**src/rtl/ex_mul_unit_if.sv**
```systemverilog
// EX-stage multiplier bus: ID_EX operands in, stall/done/result back to the pipeline.
// done_o is the only valid qualifier for result_o/rd_o; stall_o holds the upstream stages.
interface ex_mul_unit_if #(
    parameter int WIDTH = 32
);
    logic             ALUOp_i;
    logic [9:0]       funct_i;
    logic [4:0]       rd_i;
    logic [WIDTH-1:0] reg1Data_i;
    logic [WIDTH-1:0] reg2Data_i;
    logic             stall_o;
    logic             busy_o;
    logic             done_o;
    logic [WIDTH-1:0] result_o;
    logic [4:0]       rd_o;
    // Debug view of the FSM: 0 = IDLE, 1 = BUSY, 2 = DONE.
    logic [1:0]       state_o;

    modport slave (
        input  ALUOp_i, funct_i, rd_i, reg1Data_i, reg2Data_i,
        output stall_o, busy_o, done_o, result_o, rd_o, state_o
    );

    modport master (
        output ALUOp_i, funct_i, rd_i, reg1Data_i, reg2Data_i,
        input  stall_o, busy_o, done_o, result_o, rd_o, state_o
    );
endinterface

```
**src/rtl/ex_mul_unit.sv**
```systemverilog
// Iterative shift-add multiplier (low WIDTH bits) for the EX stage; fixed WIDTH iterations,
// stalls the pipeline while working and pulses done_o for one cycle with the result.
module ex_mul_unit #(
    parameter int WIDTH = 32
) (
    input  logic          clk_i,
    input  logic          rst_i,
    ex_mul_unit_if.slave  bus
);
    localparam int         CNT_W     = (WIDTH > 1) ? $clog2(WIDTH) : 1;
    localparam logic [9:0] FUNCT_MUL = 10'b0000001_000;

    typedef enum logic [1:0] {
        S_IDLE = 2'd0,
        S_BUSY = 2'd1,
        S_DONE = 2'd2
    } state_t;

    state_t             state_q;
    logic [WIDTH-1:0]   mcand_q;
    logic [WIDTH-1:0]   mplier_q;
    logic [WIDTH-1:0]   acc_q;
    logic [WIDTH-1:0]   acc_d;
    logic [CNT_W-1:0]   cnt_q;
    logic [4:0]         rd_q;
    logic [WIDTH-1:0]   result_q;
    logic [4:0]         rd_out_q;
    logic               busy_q;
    logic               done_q;
    logic               is_mul;

    assign is_mul = bus.ALUOp_i && (bus.funct_i == FUNCT_MUL);
    assign acc_d  = mplier_q[0] ? (acc_q + mcand_q) : acc_q;

    always_ff @(posedge clk_i) begin
        if (!rst_i) begin
            state_q  <= S_IDLE;
            mcand_q  <= '0;
            mplier_q <= '0;
            acc_q    <= '0;
            cnt_q    <= '0;
            rd_q     <= '0;
            result_q <= '0;
            rd_out_q <= '0;
            busy_q   <= 1'b0;
            done_q   <= 1'b0;
        end else begin
            done_q <= 1'b0;
            case (state_q)
                S_IDLE: begin
                    if (is_mul) begin
                        mcand_q  <= bus.reg1Data_i;
                        mplier_q <= bus.reg2Data_i;
                        acc_q    <= '0;
                        cnt_q    <= '0;
                        rd_q     <= bus.rd_i;
                        busy_q   <= 1'b1;
                        state_q  <= S_BUSY;
                    end
                end
                S_BUSY: begin
                    acc_q    <= acc_d;
                    mcand_q  <= mcand_q << 1;
                    mplier_q <= mplier_q >> 1;
                    cnt_q    <= cnt_q + 1'b1;
                    // Last iteration: register the final sum so DONE presents it directly.
                    if (cnt_q == CNT_W'(WIDTH - 1)) begin
                        busy_q   <= 1'b0;
                        done_q   <= 1'b1;
                        result_q <= acc_d;
                        rd_out_q <= rd_q;
                        state_q  <= S_DONE;
                    end
                end
                S_DONE: begin
                    state_q <= S_IDLE;
                end
                default: begin
                    state_q <= S_IDLE;
                    busy_q  <= 1'b0;
                end
            endcase
        end
    end

    // Combinational so the mul is held in EX from its very first cycle.
    assign bus.stall_o  = rst_i && (((state_q == S_IDLE) && is_mul) || (state_q == S_BUSY));
    assign bus.busy_o   = busy_q;
    assign bus.done_o   = done_q;
    assign bus.result_o = result_q;
    assign bus.rd_o     = rd_out_q;
    assign bus.state_o  = state_q;
endmodule
```
**src/flat_wrapper.sv**
```systemverilog
// flat-port wrapper written by rule: the top's interface ports become plain ports
module ex_mul_unit_flat 
#(
    parameter int WIDTH = 32
)
  (clk_i, rst_i, bus_ALUOp_i, bus_funct_i, bus_rd_i, bus_reg1Data_i, bus_reg2Data_i, bus_stall_o, bus_busy_o, bus_done_o, bus_result_o, bus_rd_o, bus_state_o);
  ex_mul_unit_if #(.WIDTH(WIDTH)) bus_i ();
  input  logic clk_i;
  input  logic rst_i;
  input wire logic [$bits(bus_i.ALUOp_i)-1:0] bus_ALUOp_i;
  input wire logic [$bits(bus_i.funct_i)-1:0] bus_funct_i;
  input wire logic [$bits(bus_i.rd_i)-1:0] bus_rd_i;
  input wire logic [$bits(bus_i.reg1Data_i)-1:0] bus_reg1Data_i;
  input wire logic [$bits(bus_i.reg2Data_i)-1:0] bus_reg2Data_i;
  output wire logic [$bits(bus_i.stall_o)-1:0] bus_stall_o;
  output wire logic [$bits(bus_i.busy_o)-1:0] bus_busy_o;
  output wire logic [$bits(bus_i.done_o)-1:0] bus_done_o;
  output wire logic [$bits(bus_i.result_o)-1:0] bus_result_o;
  output wire logic [$bits(bus_i.rd_o)-1:0] bus_rd_o;
  output wire logic [$bits(bus_i.state_o)-1:0] bus_state_o;
  assign bus_i.ALUOp_i = bus_ALUOp_i;
  assign bus_i.funct_i = bus_funct_i;
  assign bus_i.rd_i = bus_rd_i;
  assign bus_i.reg1Data_i = bus_reg1Data_i;
  assign bus_i.reg2Data_i = bus_reg2Data_i;
  assign bus_stall_o = bus_i.stall_o;
  assign bus_busy_o = bus_i.busy_o;
  assign bus_done_o = bus_i.done_o;
  assign bus_result_o = bus_i.result_o;
  assign bus_rd_o = bus_i.rd_o;
  assign bus_state_o = bus_i.state_o;
  ex_mul_unit #(.WIDTH(WIDTH)) u_core (.clk_i(clk_i), .rst_i(rst_i), .bus(bus_i));
endmodule
```
**config.mk**
```make
export PLATFORM = sky130hd
export DESIGN_NAME = ex_mul_unit_flat
export DESIGN_NICKNAME = d
export VERILOG_FILES = /design/src/rtl/ex_mul_unit_if.sv /design/src/rtl/ex_mul_unit.sv /design/src/flat_wrapper.sv
export SDC_FILE = /design/constraint.sdc
export NUM_CORES = 1
export LEC_CHECK = 0
export ABC_CLOCK_PERIOD_IN_PS = 3100
export CAP_MARGIN = 20
export CELL_PAD_IN_SITES_DETAIL_PLACEMENT = 0
export CELL_PAD_IN_SITES_GLOBAL_PLACEMENT = 1
export CORE_ASPECT_RATIO = 1.25
export CORE_MARGIN = 2
export CORE_UTILIZATION = 40
export CTS_CLUSTER_DIAMETER = 120
export DETAILED_ROUTE_END_ITERATION = 8
export GPL_TIMING_DRIVEN = 0
export HOLD_SLACK_MARGIN = 0.08
export PLACE_DENSITY_LB_ADDON = 0.1
export SLEW_MARGIN = 5
export SYNTH_ARGS = -nofsm -noshare
export SYNTH_HDL_FRONTEND = slang
export SYNTH_SLANG_ARGS = --single-unit
```
**constraint.sdc**
```tcl
create_clock -name clk_i -period 3.1 [get_ports clk_i]
set_clock_uncertainty 0.15 [all_clocks]
set_input_delay 0.93 -clock clk_i [delete_from_list [all_inputs] [get_ports clk_i]]
set_output_delay 0.93 -clock clk_i [all_outputs]
set_load 0.005 [all_outputs]
```
Yosys cells after proc, flatten, opt, wreduce, memory -nomap -nowiden. Index checks and enable logic that the tools add are counted.

Flip-flop bits (word level): 147. Input bits: 82. Output and inout port bits: 42. Logic and storage cells: 47.

$add $sub $neg: 2. Equality and inequality tests: 6. Mux-type cells: 16. Bitwise gates (word level): 1. Reduce and logical (&&, ||, !) cells: 12.

Operators by type and width (number): $pmux W32 S2 (3); $mux W32 (4); $add A32 B32 Y32 (1); $eq A10 B4 Y1 const B (1); $pmux W5 S2 (1); $reduce_and A2 Y1 (5); $add A5 B1 Y5 const B (1); $eq A5 B5 Y1 const B (1); $mux W5 (1); $mux W2 (2); $ne A2 B1 Y1 const B (2); $pmux W2 S2 (1); $logic_and A1 B1 Y1 (3); $mux W1 (3); $pmux W1 S3 (1); $reduce_and A3 Y1 (1); $eq A2 B1 Y1 const B (1); $eq A2 B2 Y1 const B (1); $logic_not A2 Y1 (1); $reduce_bool A2 Y1 (1); $logic_or A1 B1 Y1 (1); $not A1 Y1 (1).

Depth between registers and ports, before layout.
Depth in word-level cells: 5. Mapped depth: 11. Gate-level depth less buffers: 11.

Worst setup path after synthesis. Ideal clock, no wire load.

Path type: input -> output. Start point: input port bus_funct_i[5]. End point: output port bus_stall_o. Data arrival time: 1983 ps. Data required time: 2020 ps. Setup slack: 37 ps. Stages on the path: 4. Path buffers: 1. Cell sequence: nor4b_1 nand4_1 clkbuf_1 a21oi_1.

Cells in the longest elaborated chain, start to end: 5.

RTL lines: start: declaration (line flat_wrapper.sv:11) `input wire logic [$bits(bus_i.funct_i)-1:0] bus_funct_i;`; $eq A10 B4 Y1 (line ex_mul_unit.sv:32) `assign is_mul = bus.ALUOp_i && (bus.funct_i == FUNCT_MUL);`; $logic_and A1 B1 Y1 (line ex_mul_unit.sv:32); $logic_and A1 B1 Y1 (line ex_mul_unit.sv:87) `assign bus.stall_o = rst_i && (((state_q == S_IDLE) && is_mul) || (state_q == S_BUSY));`; $logic_or A1 B1 Y1 (line ex_mul_unit.sv:87); $logic_and A1 B1 Y1 (line ex_mul_unit.sv:87); end: declaration (line flat_wrapper.sv:15) `output wire logic [$bits(bus_i.stall_o)-1:0] bus_stall_o;`.

Every way passes these cells.

Worst setup path in the final report.
Start point: input port bus_funct_i[7]. End point: output port bus_stall_o.

Same word-level chain as after synthesis.

==> impl_metrics.env <==
export IMPL_place_gp_congestion=0.932
export IMPL_ir_drop_mv=0.383
export IMPL_cp_cell_sequence="clkdlybuf4s15_1, nor4b_4, nand4_1, buf_6, a21oi_4, buf_2"
export IMPL_portBuffers=122
export IMPL_async_reset_ff_frac=0
export IMPL_clk_pin_slew_worst_paths_ns=0.07
export IMPL_dr_first_iter_drc_count=459
export IMPL_synth_cell_types=61
export IMPL_timing_max_slew_rel_slack=0.467
export IMPL_overflow=0
export IMPL_count_of_h_tree_levels_built_during_cts=4
export IMPL_fraction_of_layout_cells_with_a_size_suffix_above_1=0.0623
export IMPL_final_cell_area_mm2=0.00990
export IMPL_post_synth_most_frequent_cells="sky130_fd_sc_hd__nand2_1, sky130_fd_sc_hd__dfxtp_1, sky130_fd_sc_hd__nor2_1"
export IMPL_synth_main_ff_cell="sky130_fd_sc_hd__dfxtp_1"
export IMPL_r2r_start="u_core.mcand_q[1]"
export IMPL_cap_viol_max_count=0
export IMPL_critical_path_depth=6
export IMPL_yosysSeqAreaShare=0.380
export IMPL_drt_drc_violations_left=0
export IMPL_detail_route_antenna_nets=0
export IMPL_postCtsHoldBufs=0
export IMPL_cts_sinks=147
export IMPL_die_area_mm2=0.0205
export IMPL_synthesis_nets=1119
export IMPL_number_of_cells_in_the_finished_layout_apart_from_fillers=1388
export IMPL_report_power_total_uw=4090
export IMPL_critical_path_source_type="input port"
export IMPL_cp_num_buf_inv=3
export IMPL_slowest_delay_ns=0.22
export IMPL_clock_latency_on_the_worst_skew_pair_ns=0.44
export IMPL_floorplan_core_area_mm2=0.0188
export IMPL_vias_per_cell=5.55
export IMPL_cell_leakage_power_uw=0.00360
export IMPL_worst_setup_path_startpoint="bus_funct_i[7]"
export IMPL_detailroute_via_count=7697
export IMPL_power_per_cell_area_mw_per_mm2=413
export IMPL_worst_pin_slew_ns=0.799
export IMPL_grt_use_total=0.243
export IMPL_start_util=0.411
export IMPL_holdWs_ns=0.299
export IMPL_critical_path_endpoint="bus_stall_o"
export IMPL_max_freq_mhz=330
export IMPL_critPathRequiredTime_ns=2.02
export IMPL_setup_violations=0
export IMPL_synth_warning_count=0
export IMPL_synthesis_instances=1003
export IMPL_cell_taking_the_most_area_after_synthesis="sky130_fd_sc_hd__dfxtp_1"
export IMPL_detailedPlacementHpwl_um=18300
export IMPL_avgRoutedWirePerCell_um=17.7
export IMPL_floorplan_die_height_um=159
export IMPL_die_w_um=128
export IMPL_cp_arrival_ns=1.95
export IMPL_synth_avg_cell_area_um2=7.71
export IMPL_post_synth_main_area_contributors="sky130_fd_sc_hd__dfxtp_1, sky130_fd_sc_hd__nand2_1, sky130_fd_sc_hd__a311oi_1, sky130_fd_sc_hd__nor2_1, sky130_fd_sc_hd__a21oi_1"
export IMPL_ios=124
export IMPL_initial_antenna_violation_count=0
export IMPL_tritoncts="yes"
export IMPL_final_period_utilization=0.979
export IMPL_grt_start_max_net_pins=17
export IMPL_clockRootBuffer="sky130_fd_sc_hd__clkbuf_16"
export IMPL_timing_final_max_slew_violations=0
export IMPL_synth_area_mm2=0.00774
export IMPL_number_of_enable_type_register_cells_in_the_synthesized_netlist=0
export IMPL_placed_area_mm2=0.00925
export IMPL_worstRegToRegCells=10
export IMPL_tritoncts_num_buffers=17
export IMPL_total_of_flip_flops_plus_latches_after_synthesis=147
export IMPL_core_rowCount=56
export IMPL_reg2reg_setup_slack_ns=0.15
export IMPL_final_hold_violation_count=0
export IMPL_critPathMaxFanout=2
export IMPL_final_net_count=1259
export IMPL_period_minus_slack_ns=3.03
export IMPL_timing_setup_critical_path_class="input port to primary output"
export IMPL_critical_path_slowest_cell="sky130_fd_sc_hd__nor4b_4"
export IMPL_worstReg2RegEnd="u_core.bus.result_o[31]"
export IMPL_grt_pass1_vias=7394
export IMPL_antenna_cells_inserted=0
export IMPL_status="complete, no violations"
export IMPL_setup_repair_after_global_routing_missed_its_margin="no"
export IMPL_drt_first_pass_iters=5
export IMPL_grt_pass1_wl_um=39000
export IMPL_fillCellCount=1897
export IMPL_critical_path_top_delay_family="buffers and inverters"
export IMPL_cts_buffer_depth=2
export IMPL_timing_hold_worst_class="flip-flop to flip-flop"
export IMPL_post_synth_top_area_share=0.380
export IMPL_wirelength_um=24500
export IMPL_post_place_cells=1357
export IMPL_syn_to_final_growth_pct=27.9
export IMPL_synthMostInstantiatedCell="sky130_fd_sc_hd__nand2_1"
export IMPL_endpoint_kind="primary output"
==> area by class of cell <==
cell class | count | area (um2) | area share
Timing Repair Buffer | 125 | 1220 | 0.123
Sequential cell | 147 | 2940 | 0.297
Clock inverter | 15 | 146 | 0.0148
Clock buffer | 17 | 425 | 0.0430
Buffer | 73 | 283 | 0.0286
Inverter | 6 | 22.5 | 0.00228
Tap cell | 232 | 290 | 0.0293
Multi-Input combinational cell | 773 | 4570 | 0.462
==> power breakdown <==
group          switching, uW  internal (uW)
clock network            919           1130
registers              0.779           1890
logic                   62.6           93.5
total                    982           3110
==> layout by cell type, fill, tap and decap left out, drive strengths merged, types with 18 or more instances in the layout <==
cell type      Yosys  routed
dfxtp            147     147
a21oi             94      94
nor2             133     133
clkdlybuf4s50      0     110
o21ai             43      43
ha                33      33
xnor2             21      21
a211oi            18      18
a311oi            64      64
nand2            207     207
nand3             37      37
clkbuf            69      86
==> kinds of logic after synthesis <==
family                   count (synthesis)  share of synthesized area
AO/OA/AOI/OAI                          275                      0.242
XOR/XNOR                                28                     0.0327
adder cells (fa/ha/maj)                 34                     0.0560
buffers and inverters                   83                     0.0409
flip-flops                             147                      0.380
multiplexers                            18                     0.0234
AND/OR/NAND/NOR                        418                      0.225
==> routing by layer <==
metal | up-vias | global-route usage | part of all wire
met1 | 3584 | 0.308 | 0.44
met5 | - | 0 | 0
li1 | 3857 | - | -
met3 | 38 | 0.0420 | 0.045
met2 | 218 | 0.409 | 0.48
met4 | 0 | 0.0934 | 0.031
==> what timing repair did <==
action                                  4_1_cts  5_1_grt
pin swaps                                     5        5
setup buffers                                 3        0
endpoints found under the setup margin       87        9
gates resized for setup                      35       11
gates cloned                                  0        0
==> how the worst min path moves through the flow <==
stage                               to       startpoint  depth (start not counted)
detailed placement      u_core.rd_q[2]   u_core.rd_q[2]                          2
CTS                 u_core.bus.rd_o[2]   u_core.rd_q[2]                          2
global placement    u_core.bus.rd_o[2]   u_core.rd_q[2]                          2
global route            u_core.rd_q[4]   u_core.rd_q[4]                          2
finish              u_core.bus.rd_o[2]   u_core.rd_q[2]                          2
floorplan              u_core.cnt_q[3]  u_core.cnt_q[3]                          1
==> flip-flops by register name (all words and copies together), names as in the netlist <==
name and count:
u_core.cnt_q 5, u_core.rd_q 5, u_core.bus.rd_o 5, u_core.bus.state_o 2, u_core.acc_q 32, u_core.mcand_q 32
u_core.bus.busy_o 1, u_core.bus.done_o 1, u_core.mplier_q 32, u_core.bus.result_o 32
==> metrics by stage <==
step           utilization  TNS, ns  worst slack [ns]
2_1_floorplan            -        0            0.0367
3_3_place_gp         0.491   -61.17             -1.89
3_5_place_dp         0.491   -64.01             -1.88
4_1_cts              0.524        0            0.0119
5_1_grt              0.525        0           0.00171
6_report             0.525        0            0.0662
==> worst min-delay path, stage by stage (launching register included) <==
cell,delay (ns)
sky130_fd_sc_hd__dfxtp_1,0.31
sky130_fd_sc_hd__nand2_1,0.05
sky130_fd_sc_hd__a21oi_1,0.05
Note: power is estimated with default switching activity, not from simulation.
